--- config.mk ---
export PLATFORM = sky130hd
export DESIGN_NAME = hcp_lp_sorter
export DESIGN_NICKNAME = d
export VERILOG_FILES = /design/src/rtl/hcp_lp_sorter.sv
export SDC_FILE = /design/constraint.sdc
export NUM_CORES = 1
export LEC_CHECK = 0
export ABC_AREA = 1
export BUFFER_PORTS_ARGS = -buffer_cell sky130_fd_sc_hd__buf_2
export CORE_AREA = 3 3 104 106
export CTS_CLUSTER_SIZE = 8
export DETAILED_ROUTE_END_ITERATION = 8
export DIE_AREA = 0 0 107 109
export PLACE_DENSITY = 0.59
export SKIP_LAST_GASP = 1
export SLEW_MARGIN = 20
export SYNTH_ARGS = -nofsm -noshare
export SYNTH_HDL_FRONTEND = slang
export SYNTH_SLANG_ARGS = --single-unit
export TNS_END_PERCENT = 50
--- constraint.sdc ---
create_clock -name clk -period 4.78 [get_ports clk]
set_input_delay 1.434 -clock clk [delete_from_list [all_inputs] [get_ports clk]]
set_output_delay 1.434 -clock clk [all_outputs]
set_load 0.005 [all_outputs]
--- src/rtl/hcp_lp_sorter.sv ---
// Captures a packed list of party indices, sorts it ascending with an odd-even
// transposition network, drops duplicates and streams the unique indices downstream.
module hcp_lp_sorter #(
  parameter int N  = 4,
  parameter int FW = 5
) (
  input  logic            clk,
  input  logic            reset,
  input  logic            lp_valid,
  input  logic [N*FW-1:0] lp_in,
  output logic            lp_ready,
  output logic            idx_valid,
  output logic [3:0]      idx_out,
  output logic            idx_last,
  input  logic            idx_ready,
  output logic [15:0]     mask,
  output logic [2:0]      num_unique,
  output logic            range_err,
  output logic            done
);

  localparam int PW = (N > 1) ? $clog2(N) : 1;

  typedef enum logic [1:0] {S_IDLE, S_SORT, S_EMIT, S_DONE} state_t;

  state_t        state;
  logic [3:0]    arr    [N];
  logic [3:0]    cap    [N];
  logic [3:0]    arr_sw [N];
  logic [PW-1:0] cnt;
  logic [PW-1:0] ptr;
  logic [PW-1:0] nptr;
  logic [FW-1:0] fld;
  logic [15:0]   mask_next;
  logic          err_next;
  logic [2:0]    num_next;
  logic [N-1:0]  uniq_cur;
  logic [N-1:0]  last_cur;
  logic          seen;

  // Field 0 sits in the MSBs; an out-of-range field keeps only its low 4 bits.
  always_comb begin
    cap       = '{default: 4'd0};
    mask_next = '0;
    err_next  = 1'b0;
    fld       = '0;
    for (int k = 0; k < N; k++) begin
      fld                = lp_in[(N-k)*FW-1 -: FW];
      cap[k]             = fld[3:0];
      mask_next[fld[3:0]] = 1'b1;
      err_next           = err_next | fld[FW-1];
    end
  end

  // One transposition phase per cycle; cnt parity selects the pair alignment.
  always_comb begin
    arr_sw = arr;
    for (int k = 0; k < N-1; k++) begin
      if ((((k % 2) == 1) == cnt[0]) && (arr[k+1] < arr[k])) begin
        arr_sw[k]   = arr[k+1];
        arr_sw[k+1] = arr[k];
      end
    end
    num_next = 3'd1;
    for (int k = 1; k < N; k++) begin
      if (arr_sw[k] != arr_sw[k-1]) num_next = num_next + 3'd1;
    end
  end

  always_comb begin
    nptr        = ptr + PW'(1);
    uniq_cur    = '0;
    last_cur    = '0;
    seen        = 1'b0;
    uniq_cur[0] = 1'b1;
    for (int k = 1; k < N; k++) uniq_cur[k] = (arr[k] != arr[k-1]);
    for (int k = N-1; k >= 0; k--) begin
      last_cur[k] = uniq_cur[k] & ~seen;
      seen        = seen | uniq_cur[k];
    end
  end

  // Output stream: a transfer happens on a rising edge where idx_valid & idx_ready;
  // idx_out/idx_last stay frozen while idx_valid is high and idx_ready is low.
  always_ff @(posedge clk or posedge reset) begin
    if (reset) begin
      state      <= S_IDLE;
      arr        <= '{default: 4'd0};
      cnt        <= '0;
      ptr        <= '0;
      lp_ready   <= 1'b0;
      idx_valid  <= 1'b0;
      idx_out    <= 4'd0;
      idx_last   <= 1'b0;
      mask       <= 16'd0;
      num_unique <= 3'd0;
      range_err  <= 1'b0;
      done       <= 1'b0;
    end else begin
      case (state)
        S_IDLE: begin
          lp_ready <= 1'b1;
          if (lp_valid && lp_ready) begin
            arr       <= cap;
            mask      <= mask_next;
            range_err <= err_next;
            ptr       <= '0;
            cnt       <= '0;
            lp_ready  <= 1'b0;
            state     <= S_SORT;
          end
        end
        S_SORT: begin
          arr <= arr_sw;
          cnt <= cnt + PW'(1);
          if (cnt == PW'(N-1)) begin
            num_unique <= num_next;
            ptr        <= '0;
            idx_valid  <= 1'b1;
            idx_out    <= arr_sw[0];
            idx_last   <= (num_next == 3'd1);
            state      <= S_EMIT;
          end
        end
        S_EMIT: begin
          if (idx_valid && idx_ready && idx_last) begin
            idx_valid <= 1'b0;
            idx_last  <= 1'b0;
            done      <= 1'b1;
            state     <= S_DONE;
          end else if (!idx_valid || idx_ready) begin
            // A duplicate slot loads with idx_valid low, costing one bubble.
            ptr       <= nptr;
            idx_valid <= uniq_cur[nptr];
            idx_out   <= arr[nptr];
            idx_last  <= uniq_cur[nptr] & last_cur[nptr];
          end
        end
        S_DONE: begin
          done     <= 1'b0;
          lp_ready <= 1'b1;
          state    <= S_IDLE;
        end
        default: state <= S_IDLE;
      endcase
    end
  end

endmodule

### Yosys cells after proc, flatten, opt, wreduce, memory -nomap -nowiden

Index checks and enable logic that the tools add are counted.

| storage, ports and cells | value |
|---|---|
| word-level logic and storage cells | 140 |
| flip-flop bits (word level) | 50 |
| input port bits | 24 |
| output and inout port bits | 28 |

| operators by class | value |
|---|---|
| bitwise gates (word level) | 16 |
| reductions and logical operators | 26 |
| add/subtract/negate cells | 4 |
| muxes and demuxes | 49 |
| order comparisons | 13 |
| equal/unequal tests | 17 |

Operators with widths:

| cell | count |
|---|---|
| 16-bit OR | 3 |
| 16-bit case mux with 2 select lines | 1 |
| 8-bit two-way mux | 3 |
| 4-bit inequality test | 6 |
| 4-bit by 5-bit < comparator with 1-bit output (second input constant) | 4 |
| 4-bit two-way mux | 5 |
| 1-bit demux with 4-bit select | 4 |
| 4-bit by 1-bit >= comparator with 1-bit output (second input constant) | 4 |
| 16-bit two-way mux | 1 |
| 2-bit two-way mux | 8 |
| 1-bit two-way mux | 14 |
| 4-bit < comparator | 3 |
| 1-bit logical AND | 10 |
| 2-bit inequality test (second input constant) | 5 |
| 4-bit binary-select mux with 2-bit select | 1 |
| 1-bit case mux with 2 select lines | 4 |
| 2-bit case mux with 4 select lines | 1 |
| 4-bit case mux with 2 select lines | 1 |
| 2-bit AND reduction | 4 |
| 2-bit nonzero test | 4 |
| 3-bit by 1-bit adder with 3-bit output (second input constant) | 2 |
| 2-bit == test (second input constant) | 3 |
| 3-bit two-way mux | 2 |
| 2-bit case mux with 3 select lines | 1 |
| other kinds (19) | 31 |

### Logic depth before layout (Yosys ltp)

| logic depth | value |
|---|---|
| depth after elaboration | 13 |
| gate-level depth with buffers | 19 |
| depth with buffers taken out | 19 |

### Least setup slack after synthesis

OpenSTA, ideal clock, no wires.

| path | value |
|---|---|
| path type | flip-flop to flip-flop |
| start | reg arr[7] (netlist bit) |
| end | reg idx_last |
| stages on the path, launching flop included | 14 |
| arrival time | 2.348 ns |
| library setup time | 0.073 ns |
| setup slack | 2.359 ns |
| data required time | 4.707 ns |
| path buffers | 0 |
| period minus slack after synthesis | 2.421 ns |
| path through | dfrtp_1 inv_1 ha_1 nand2_1 inv_1 a21oi_2 nand2_1 nand2_1 xor2_1 nand3_1 ha_1 nor2_1 nand3_2 a21oi_2 |

| between the ends | value |
|---|---|
| word-level cells in the longest chain between the ends | 12 |
| elaborated cells on any way between the ends | 33 |
| classes of those cells | add/sub (2); order compare (2); eq/ne (6); mux (13); bitwise (8); reduce/logical (2) |

RTL lines:

| what | line | text |
|---|---|---|
| start, declared | 27 | `logic [3:0] arr [N];` |
| start signal, assigned | 104 | `arr <= cap;` |
| start signal, assigned | 114 | `arr <= arr_sw;` |
| 4-bit < comparator | 59 | `if ((((k % 2) == 1) == cnt[0]) && (arr[k+1] < arr[k])) begin` |
| 1-bit logical AND | 59 |  |
| 8-bit two-way mux | 59 |  |
| 4-bit inequality test | 66 | `if (arr_sw[k] != arr_sw[k-1]) num_next = num_next + 3'd1;` |
| 2-bit two-way mux | 66 |  |
| 3-bit by 1-bit adder with 3-bit output | 66 |  |
| 3-bit two-way mux | 66 |  |
| 3-bit by 1-bit adder with 3-bit output | 66 |  |
| 3-bit two-way mux | 66 |  |
| 3-bit by 1-bit == test with 1-bit output | 121 | `idx_last <= (num_next == 3'd1);` |
| 1-bit two-way mux | 116 | `if (cnt == PW'(N-1)) begin` |
| 1-bit case mux with 2 select lines (*) | 100 | `case (state)` |
| end signal, assigned | 121 |  |
| end signal, assigned | 136 | `idx_last <= uniq_cur[nptr] & last_cur[nptr];` |
| end, declared | 14 | `output logic idx_last,` |

Every way passes the cells marked *; elsewhere a longest branch is shown, timed or not. The select of a mux whose other input is x is not followed.
A chain may end at the register's enable or synchronous reset.

### Worst setup path in the final report

| path | value |
|---|---|
| start | reg state[1] |
| end | reg arr[13] (netlist bit) |

| between the ends | value |
|---|---|
| word-level cells in the longest chain between the ends | 3 |
| elaborated cells on any way between the ends | 6 |
| classes of those cells | eq/ne (2); mux (1); reduce/logical (3) |

RTL lines:

| what | line | text |
|---|---|---|
| start, declared | 26 | `state_t state;` |
| start signal, assigned | 87 | `state <= S_IDLE;` |
| start signal, assigned | 110 | `state <= S_SORT;` |
| start signal, assigned | 122 | `state <= S_EMIT;` |
| 2-bit by 1-bit == test with 1-bit output / 2-bit logical NOT (equally long branches) | 100 |  |
| 2-bit nonzero test (no source line) / 2-bit inequality test (equally long branches) | n/a |  |
| 2-bit AND reduction (no source line) | n/a |  |

Several ways; a longest one is shown, not always the timed one.

==> reports/metrics.csv <==
stage,metric,value,unit
cts,Worst-path clk slew,100,ps
cts,Post-CTS Repair Setup Buffers,0,
global_routing,initial antenna violation count,0,
critical_path,crit path capture type,flop,
global_routing,M3 GR Usage,2.49,%
synthesis,ys flop type,dfrtp_1,
power,Worst IR Drop VDD,0.000351,V
global_routing,remaining global-route overflow,0,
power,total power draw,3.79,mW
sta,RSZ-0062 raised after global routing,false,
global_routing,first-pass GRT wire length,18.7,mm
critical_path,FF-to-FF End,arr[13]$_DFFE_PP0P_,
cts,Longest Clk Path Bufs,2,
synthesis,most frequent cells after synthesis,"136 x nand2_1, 76 x inv_1, 56 x nor2_1, 50 x dfrtp_1, 47 x o21ai_0",
critical_path,worst reg-to-reg setup slack,1740,ps
floorplanning,die width,107,um
placement,Post-DP HPWL,9.11,mm
sta,fin crit share,63.7,%
critical_path,Buffers & Inverters on Critical Path,2,
synthesis,Unique masters post-synth,42,
route,antenna-violating nets left,0,
critical_path,CP Cell Sequence,inv_1 -> ha_1 -> clkinv_1 -> o21ai_4 -> o21ai_0 -> o22ai_1,
synthesis,Post-synth EDFFs,0,
cts,clock root buffer,clkbuf_8,
cts,H-tree depth,2,
cells_and_area,diode count,0,
cts,CTS Buf Count,5,
critical_path,Reg2Reg Depth,6,
synthesis,Post-Syn Instances,563,
worst_hold_path,Hold EP,idx_out[1]$_DFFE_PP0P_,
critical_path,worst r2r src,state[1]$_DFFE_PP0P_,
critical_path,crit-path max FO,34,
cells_and_area,Nets,651,
floorplanning,core box area,9860,um2
sta,final setup fails,0,
cts,cts repair resizes,0,
cts,# hold bufs at CTS,0,
sta,Final min period,3040,ps
sta,Worst Tran Pin Value,865,ps
flow_run,Max Cap Viol,0,
synthesis,synthesized area,3940,um2
floorplanning,IO Pins,52,
global_routing,total track usage,20.3,%
worst_hold_path,Hold Crit Class,reg2reg,
cts,TritonCTS clock tree,yes,
synthesis,post-synthesis sequential area ratio,31.8,%
critical_path,"Largest delay share family, worst path",compound AO/OA/AOI/OAI gates,
sta,worst hold slack,484,ps
global_routing,vias in the first global route,3716,
global_routing,largest net degree at the start of global routing,51,
global_routing,met2 Track Usage GR,33.6,%
synthesis,top-area cell type share of the netlist area,31.8,%
global_routing,gr busiest metal,met2,
route,DR DRC count,0,
synthesis,synth top area cells,"dfrtp_1 32%, nand2_1 13%, inv_1 7.2%",
synthesis,Syn Area/Cell,7.00,um2
worst_hold_path,WHS Path Cells,2,
route,Pre-Repair DR Iteration Count,5,
cells_and_area,fraction of final layout cells sized beyond drive strength 1,15.6,%
floorplanning,Die Span Y,109,um
route,Iteration-0 DRC Markers,328,
critical_path,crit path kind,reg2reg,
route,Routed WL per cell,15.5,um
run_status,outcome,completed,
route,via count,3960,
worst_hold_path,HP Start,idx_out[1]$_DFFE_PP0P_,
placement,routability-driven placement congestion ratio,0.884,
floorplanning,Rows,36,
cells_and_area,Area growth syn-to-layout,11.4,%
global_routing,met1 usage,28.5,%
power,PD cells,863,nW/um2
floorplanning,initial core utilization,39.9,%
critical_path,"slowest stage cell, crit path",o21ai_4,
synthesis,net count after synthesis,606,
route,routed vias/inst,5.34,
cts,clock latency on the worst-skew pair,300,ps
power,leakage,2.24,nW
synthesis,asr flop ratio synth,100,%
placement,I/O Buffers,51,
sta,slew margin rel.,42.3,%
sta,"Hold Violations, Final",0,
floorplanning,die area,11700,um2
cts,CTS sink count,50,
synthesis,"count leader, synth",nand2_1,
sta,f_max,329,MHz
route,WL final,11.5,mm
synthesis,largest area contributor in the netlist,dfrtp_1,
sta,Worst Skew,8.04,ps
synthesis,Synth Register Bits,50,
sta,Slew Limit Fails,0,
critical_path,Worst path max stage delay,770,ps
critical_path,critical path required time,5010,ps
critical_path,Critical Path AT,3270,ps
sta,setup TNS,0,ps
synthesis,Yosys warning total,0,
critical_path,CP Launch Type,flop,
cells in the final DEF, fill, tap and decap left out, types with 3 or more instances in the layout:
master / n
a221oi_1: 11
ha_1: 19
o21ai_0: 47
a21oi_1: 12
a2bb2oi_1: 3
o22ai_1: 18
buf_2: 51
xor2_1: 5
o21a_1: 5
o21ai_2: 6
dfrtp_1: 50
a22oi_1: 4
clkbuf_8: 6
nor2_1: 56
o211ai_1: 5
nand2_1: 136
inv_1: 75
nor3_1: 4
nand2_2: 11
a31oi_1: 7
xnor2_1: 3
nand3_1: 43
o21ai_1: 4
tightest hold or removal path: stages (launching register included):
cell     delay (ps)
dfrtp_1         350
nand2_1          50
nand2_1          50
logic make-up after synthesis:
kind of cell    share of synthesized area, %
compound gates                          21.3
xor+xnor                                1.78
fa+ha+maj                               6.04
buf+inv                                 9.53
flops                                   31.8
simple gates                            29.6
layout make-up:
type / count / area [um2]
inverter: 79 / 300
clock inverter: 2 / 12.5
sequential: 50 / 1250
tap: 133 / 166
fill: 1035 / 5480
timing repair buffer: 51 / 255
clock buffer: 6 / 82.6
multi-input combinational: 421 / 2320
how the worst max path moves through the flow:
stage / startpoint / endpoint / slack [ps] / depth (start not counted)
after CTS: state[1]$_DFFE_PP0P_ / arr[13]$_DFFE_PP0P_ / 1430 / 6
after detailed placement: state[1]$_DFFE_PP0P_ / arr[13]$_DFFE_PP0P_ / 1450 / 6
final: state[1]$_DFFE_PP0P_ / arr[13]$_DFFE_PP0P_ / 1740 / 6
after global routing: state[1]$_DFFE_PP0P_ / arr[13]$_DFFE_PP0P_ / 1390 / 6
after global placement: state[1]$_DFFE_PP0P_ / arr[4]$_DFFE_PP0P_ / 1630 / 6
after floorplan: reset / arr[0]$_DFFE_PP0P_ / 2140 / 1
power breakdown:
part	internal [mW]	switching (mW)	leakage (nW)
clock network	0.117	0.146	0.0472
logic	0.941	1.76	1.58
registers	0.629	0.192	0.616
total	1.69	2.10	2.24
registers in the layout, indices dropped and copies added (netlist names):
register    flops
lp_ready        1
mask           16
ptr             2
num_unique      3
idx_out         4
arr            16
range_err       1
cnt             2
state           2
done            1
idx_last        1
idx_valid       1
per-stage QoR:
stage | area (um2) | setup slack (ps) | std cells | util (%)
after global routing | 4390 | 1390 | 742 | 44.5
final | 4390 | 1740 | 742 | 44.5
after detailed placement | 4280 | 1450 | 734 | 43.4
after global placement | 4280 | 1630 | 734 | 43.4
after floorplan | 3940 | 2140 | 563 | -
after CTS | 4380 | 1430 | 742 | 44.4
metal layers:
layer / vias up / wire length, um / part of all wire, %
li1: 1965 / - / -
met5: - / 0 / 0
met3: 14 / 628 / 5.5
met2: 111 / 5410 / 47
met4: 0 / 168 / 1.5
met1: 1870 / 5310 / 46
Note: power is estimated with default switching activity, not from simulation.
